$ cat src/rtl/mode_key_ctrl_if.sv
// Key/mode bundle between the pushbutton front end and its consumers.
//   KEY        raw active-low pushbuttons (1 = released)
//   MODE       registered two-bit ALU mode select
//   MODE_STB   one-cycle pulse in the cycle MODE takes a new value
//   PRESS      per-key one-cycle pulse on each accepted press
//   KEY_STABLE debounced key level, active-low
// master: the board/stimulus side that drives KEY and observes the results.
// slave:  the mode_key_ctrl block itself.
interface mode_key_ctrl_if;
  logic [1:0] KEY;
  logic [1:0] MODE;
  logic       MODE_STB;
  logic [1:0] PRESS;
  logic [1:0] KEY_STABLE;

  modport master (
    output KEY,
    input  MODE,
    input  MODE_STB,
    input  PRESS,
    input  KEY_STABLE
  );

  modport slave (
    input  KEY,
    output MODE,
    output MODE_STB,
    output PRESS,
    output KEY_STABLE
  );
endinterface

$ cat src/rtl/mode_key_ctrl.sv
// Pushbutton front end for the ALU mode select.
// Each of the two raw keys is synchronised (2 FF), debounced (a level change must hold for
// DEBOUNCE_CYCLES consecutive cycles) and edge-detected. An accepted press (stable 1->0)
// toggles the matching MODE bit. Releases only update KEY_STABLE.
// Ports:
//   CLOCK_50  system clock, rising edge
//   RESET_N   asynchronous active-low reset
//   bus       mode_key_ctrl_if.slave: KEY in; MODE, MODE_STB, PRESS, KEY_STABLE out
// Every output comes straight from a flop; there is no combinational path from KEY.
module mode_key_ctrl #(
  parameter int unsigned DEBOUNCE_CYCLES = 500000,
  parameter int unsigned CNT_W           = 24
) (
  input  logic                  CLOCK_50,
  input  logic                  RESET_N,
  mode_key_ctrl_if.slave        bus
);

  localparam logic [CNT_W-1:0] CntMax = CNT_W'(DEBOUNCE_CYCLES - 1);

  // Per-lane state
  logic [1:0]       sync1_q, sync2_q;
  logic [1:0]       stable_q, stable_d;
  logic [CNT_W-1:0] cnt_q [2];
  logic [CNT_W-1:0] cnt_d [2];

  // Mode register and strobes
  logic [1:0] mode_q, mode_d;
  logic [1:0] press_q, press_d;
  logic       stb_q, stb_d;

  always_comb begin
    stable_d = stable_q;
    cnt_d    = cnt_q;
    press_d  = '0;
    for (int i = 0; i < 2; i++) begin
      if (sync2_q[i] == stable_q[i]) begin
        // Back at (or still at) the accepted level: any partial count is discarded.
        cnt_d[i] = '0;
      end else if (cnt_q[i] == CntMax) begin
        stable_d[i] = sync2_q[i];
        cnt_d[i]    = '0;
        // Only the 1->0 (press) direction is reported.
        press_d[i]  = ~sync2_q[i];
      end else begin
        cnt_d[i] = cnt_q[i] + 1'b1;
      end
    end
    // Press, toggle and strobe are all registered on the acceptance edge so they line up.
    mode_d = mode_q ^ press_d;
    stb_d  = |press_d;
  end

  always_ff @(posedge CLOCK_50 or negedge RESET_N) begin
    if (!RESET_N) begin
      sync1_q  <= 2'b11;
      sync2_q  <= 2'b11;
      stable_q <= 2'b11;
      for (int i = 0; i < 2; i++) begin
        cnt_q[i] <= '0;
      end
      mode_q   <= 2'b00;
      press_q  <= 2'b00;
      stb_q    <= 1'b0;
    end else begin
      sync1_q  <= bus.KEY;
      sync2_q  <= sync1_q;
      stable_q <= stable_d;
      for (int i = 0; i < 2; i++) begin
        cnt_q[i] <= cnt_d[i];
      end
      mode_q   <= mode_d;
      press_q  <= press_d;
      stb_q    <= stb_d;
    end
  end

  assign bus.MODE       = mode_q;
  assign bus.MODE_STB   = stb_q;
  assign bus.PRESS      = press_q;
  assign bus.KEY_STABLE = stable_q;

endmodule

$ cat src/flat_wrapper.sv
// flat-port wrapper written by rule: the top's interface ports become plain ports
module mode_key_ctrl_flat 
#(
  parameter int unsigned DEBOUNCE_CYCLES = 500000,
  parameter int unsigned CNT_W           = 24
)
  (CLOCK_50, RESET_N, bus_KEY, bus_MODE, bus_MODE_STB, bus_PRESS, bus_KEY_STABLE);
  mode_key_ctrl_if bus_i ();
  input  logic CLOCK_50;
  input  logic RESET_N;
  input wire logic [$bits(bus_i.KEY)-1:0] bus_KEY;
  output wire logic [$bits(bus_i.MODE)-1:0] bus_MODE;
  output wire logic [$bits(bus_i.MODE_STB)-1:0] bus_MODE_STB;
  output wire logic [$bits(bus_i.PRESS)-1:0] bus_PRESS;
  output wire logic [$bits(bus_i.KEY_STABLE)-1:0] bus_KEY_STABLE;
  assign bus_i.KEY = bus_KEY;
  assign bus_MODE = bus_i.MODE;
  assign bus_MODE_STB = bus_i.MODE_STB;
  assign bus_PRESS = bus_i.PRESS;
  assign bus_KEY_STABLE = bus_i.KEY_STABLE;
  mode_key_ctrl #(.DEBOUNCE_CYCLES(DEBOUNCE_CYCLES), .CNT_W(CNT_W)) u_core (.CLOCK_50(CLOCK_50), .RESET_N(RESET_N), .bus(bus_i));
endmodule
$ cat config.mk
export PLATFORM = sky130hd
export DESIGN_NAME = mode_key_ctrl_flat
export DESIGN_NICKNAME = d
export VERILOG_FILES = /design/src/rtl/mode_key_ctrl_if.sv /design/src/rtl/mode_key_ctrl.sv /design/src/flat_wrapper.sv
export SDC_FILE = /design/constraint.sdc
export NUM_CORES = 1
export LEC_CHECK = 0
export CELL_PAD_IN_SITES_DETAIL_PLACEMENT = 0
export CELL_PAD_IN_SITES_GLOBAL_PLACEMENT = 1
export CORE_ASPECT_RATIO = 0.75
export CORE_MARGIN = 2
export CORE_UTILIZATION = 47
export DETAILED_ROUTE_END_ITERATION = 16
export HOLD_SLACK_MARGIN = 0.06
export PLACE_DENSITY = 0.85
export SLEW_MARGIN = 15
export SYNTH_ARGS = -nofsm -noshare
export SYNTH_HDL_FRONTEND = slang
export SYNTH_SLANG_ARGS = --single-unit
$ cat constraint.sdc
create_clock -name CLOCK_50 -period 2.3 [get_ports CLOCK_50]
set_input_delay 0.46 -clock CLOCK_50 [delete_from_list [all_inputs] [get_ports CLOCK_50]]
set_output_delay 0.46 -clock CLOCK_50 [all_outputs]
set_load 0.03 [all_outputs]
* After elaboration in Yosys (flattened, before gate mapping)
Index checks and enable logic that the tools add are counted.
** Word-level totals
- Register bits after elaboration :: 59
- Bits of input ports :: 4
- Logic and storage cells :: 31
** Cells by class
- $add $sub $neg :: 2
- Equality and inequality tests :: 4
- Mux-type cells :: 8
- Bitwise operators :: 5
- Reduce and logical (&&, ||, !) cells :: 3
** Operators with widths (number)
- $mux 24 :: 4
- $add 24x1->24 const B :: 2
- $eq 24x19->1 const B :: 2
- $mux 1 :: 4
- $not 1->1 :: 4
- $reduce_and 2->1 :: 2
- $eq 1x1->1 :: 2
- $reduce_or 2->1 :: 1
- $xor 2x2->2 :: 1

* Longest topological paths before layout
- Depth in word-level cells :: 4
- Gate-level depth with buffers :: 6

* Least setup slack after synthesis
Ideal clock, no wire load.
- Path type :: register to register
- Start point :: reg u_core.cnt_q[24] (netlist bit)
- End point :: reg u_core.cnt_q[42] (netlist bit)
- Setup time :: 83 ps
- Arrival time :: 1798 ps
- Data required time :: 2217 ps
- Path slack :: 420 ps
- Cell stages (with the launch flop) :: 6
- Buffers on the path :: 0
- Clock period less this slack :: 1880 ps
- Path through :: dfrtp_1 -> ha_1 -> nand4_1 -> or4_1 -> or4_1 -> o21ai_0
** RTL lines
- start: declaration :: line mode_key_ctrl.sv:24 : logic [CNT_W-1:0] cnt_q [2];
- start signal: indexed assignment :: line mode_key_ctrl.sv:70 : cnt_q[i] <= cnt_d[i];

* Worst setup path after layout
- Start point :: reg u_core.stable_q[0] (netlist: u_core.bus.KEY_STABLE[0])
- End point :: out bus_KEY_STABLE[0]
** RTL lines
- start: declaration :: line mode_key_ctrl.sv:23 : logic [1:0] stable_q, stable_d;
- start signal: assignment :: line mode_key_ctrl.sv:68 : stable_q <= stable_d;
- end: declaration :: line flat_wrapper.sv:15 : output wire logic [$bits(bus_i.KEY_STABLE)-1:0] bus_KEY_STABLE;
No word-level cell between the ends.

==> metrics.txt <==
top_reg_cell synth dfrtp_1; Worst Path Buf+Inv 1; Starting DRT DRC Count 134; Detailed Routing Iterations Pass 1 4; initial antenna violation count 0; drc violations 0; number of synthesis warnings 0; vias per cell 5.714; Slew HR 66.65%; post_cts resized 0; setup TNS 0 ps; FF-to-FF path depth 4; fraction of layout cells with a size suffix above 1 11.29%; critical path arrival 1600 ps; Power per Cell Area 616.1 nW/um^2; crit path max fanout 5; Synth area leader dfrtp_1; Final Setup Violations 0; number of enable flip-flop cells after synthesis 0; largest cells by area after synthesis dfrtp_1 (47%), dfstp_2 (5.5%), xor2_1 (5.5%); post-DP HPWL 3.932 mm; maximum clock path buffer count 2; largest stage delay on the critical path 680 ps; Setup Skew 6.900 ps; sequential fraction of the synthesis area 52.18%; Synth Register Bits 59; outcome completed; vias in the first global route 1,962; H-Tree Depth 3; cell area after layout 3247 sq um; final slew viol count 0; die height 71.37 um; grt total ovfl 0; Initial Util 48.82%; Setup WS pre-CTS 278.9 ps; Cell Area, Synth 2844 sq um; synth unique cells 30; total setup buffers inserted after CTS 0; DR vias 2,217; Layout area overhead 14.17%; Max Cap Violations 0; CTS buffer count 9; type of the worst min-delay path in -> async; fill count 517; gpl congestion 0.8006; # rows 24; Pleak 1.295 nW; Synth Area per Inst 9.909 sq um; multi-input combinational cell area 1289 sq um; crit path capture type primary output; CP top delay family buffers and inverters; pin count of the biggest net entering global routing 41; crit-path cells clkdlybuf4s50_1; post-route minimum period 2061 ps; worst setup margin 238.5 ps; Area after DPL 3064 sq um; Final nets 311; Finished Core Util 55.73%; CTS tree built; Reg clk slew, reported paths 60 ps; Synth Net Count 293; Die ar. 6695 sq um; Syn Inst Count 287; WL per Instance 15.08 um; clk root buf clkbuf_8; CP Class reg -> out; RSZ-0062 raised after global routing false; worst r2r src u_core.cnt_q[29]; final WL 5.850 mm; Slowest-stage cell, CP clkdlybuf4s50_1; slew at the pin with the worst max-slew slack 493.3 ps; Seq. cell area 1484 sq um; first-pass GRT wire length 9.880 mm; Top-Level Pins 11; n_diodes 0; Post-CTS Hold Fix Bufs 0; core area 5826 sq um; Startpoint Class flop; FMAX 485.1 MHz; R2R Setup Slk 260 ps; Max rail drop VDD 392.6 uV; post-synth top area share 46.63%; Crit path required time 1840 ps; clk_lat worst skew 340 ps; r2r endpoint u_core.cnt_q[47]; Post-synth ARST share 100.0%; CTS sink count 59; ANT nets after route 0; fin crit share 89.63%; Die Width 93.82 um; All-Layer GR Usage 19.27%; PortBufs 10; Final Hold Fails 0
registers in the layout (all words and copies together) (netlist names):
signal                 cells
u_core.cnt_q              48
u_core.bus.KEY_STABLE      2
u_core.bus.MODE            2
u_core.bus.PRESS           2
u_core.sync1_q             2
u_core.sync2_q             2
u_core.bus.MODE_STB        1
cell families after synthesis:
family,share of synthesized area (%)
and+or+nand+nor,26.44
DFF,52.18
AOI/OAI and AO/OA,7.963
xor gates and xnor gates,9.239
buffers and inverters,2.508
muxes,0.7918
adders and majority gates,0.8798
power breakdown:
group / switching (W) / internal, W
clock: 0.000393 / 0.000476
sequential: 0.0000129 / 0.00105
combinational: 0.0000439 / 0.0000206
per-stage QoR:
step | hold WS, ps | total power, W | cells
finish | 71.87 | 0.002000 | 388
global placement | 348.8 | 0.001151 | 372
global route | 101.2 | 0.002088 | 388
CTS | 77.34 | 0.002026 | 388
detailed placement | 351.0 | 0.001151 | 372
floorplan | 164.4 | 0.001110 | 287
cells in the mapped netlist (8+ instances only):
library cell  number
dfrtp_1           53
nand3_1           18
or4_1             12
xnor2_1           12
xor2_1            18
nor2_1            33
clkbuf_1           8
nand4_1           15
o21ai_0           11
a21oi_1           16
nand2_1           17
or3_1             10
cell type report:
type / instances / share of cell area [%]
clock buffers: 14 / 5.318
well taps: 78 / 3.006
inverters: 7 / 0.8092
repair buffers: 18 / 5.164
multi-input cells: 210 / 39.69
clock inverters: 2 / 0.3083
flip-flops and latches: 59 / 45.70
placed cells by master (no fill, tap or decap), drive strengths merged, types with 4 or more instances in the layout:
cell	Yosys	routed
o31ai	7	7
and3	4	4
nand4	16	16
xor2	18	18
clkbuf	8	14
dfstp	6	6
a21oi	16	16
xnor2	12	12
nand3	18	18
or4	12	12
nor3	6	6
and4	6	6
dfrtp	53	53
o21ai	13	13
inv	7	7
nor2	33	33
or3	10	10
nand2	17	17
buf	3	9
nor4	7	7
clkdlybuf4s50	0	9
worst max-delay path by stage:
stage / startpoint / to / slack, ps / cells after the start
floorplan: u_core.cnt_q[24] / u_core.cnt_q[42] / 420 / 5
global placement: u_core.cnt_q[29] / u_core.cnt_q[47] / 330 / 4
detailed placement: u_core.cnt_q[29] / u_core.cnt_q[47] / 280 / 4
CTS: u_core.bus.KEY_STABLE[0] / bus_KEY_STABLE[0] / 220 / 1
global route: u_core.cnt_q[0] / u_core.bus.MODE_STB / 130 / 6
finish: u_core.bus.KEY_STABLE[0] / bus_KEY_STABLE[0] / 240 / 1
metal layers:
metal | wire [um] | global-route usage (%) | share of wire, % | vias to the layer above
met5 | 0 | 0 | 0 | -
met4 | 97 | 7.729 | 1.7 | 0
met3 | 283 | 5.678 | 4.8 | 9
met2 | 2367 | 24.92 | 40 | 55
met1 | 3101 | 29.94 | 53 | 1072
li1 | - | - | - | 1081
No activity file was read; power rests on OpenSTA's default activity.
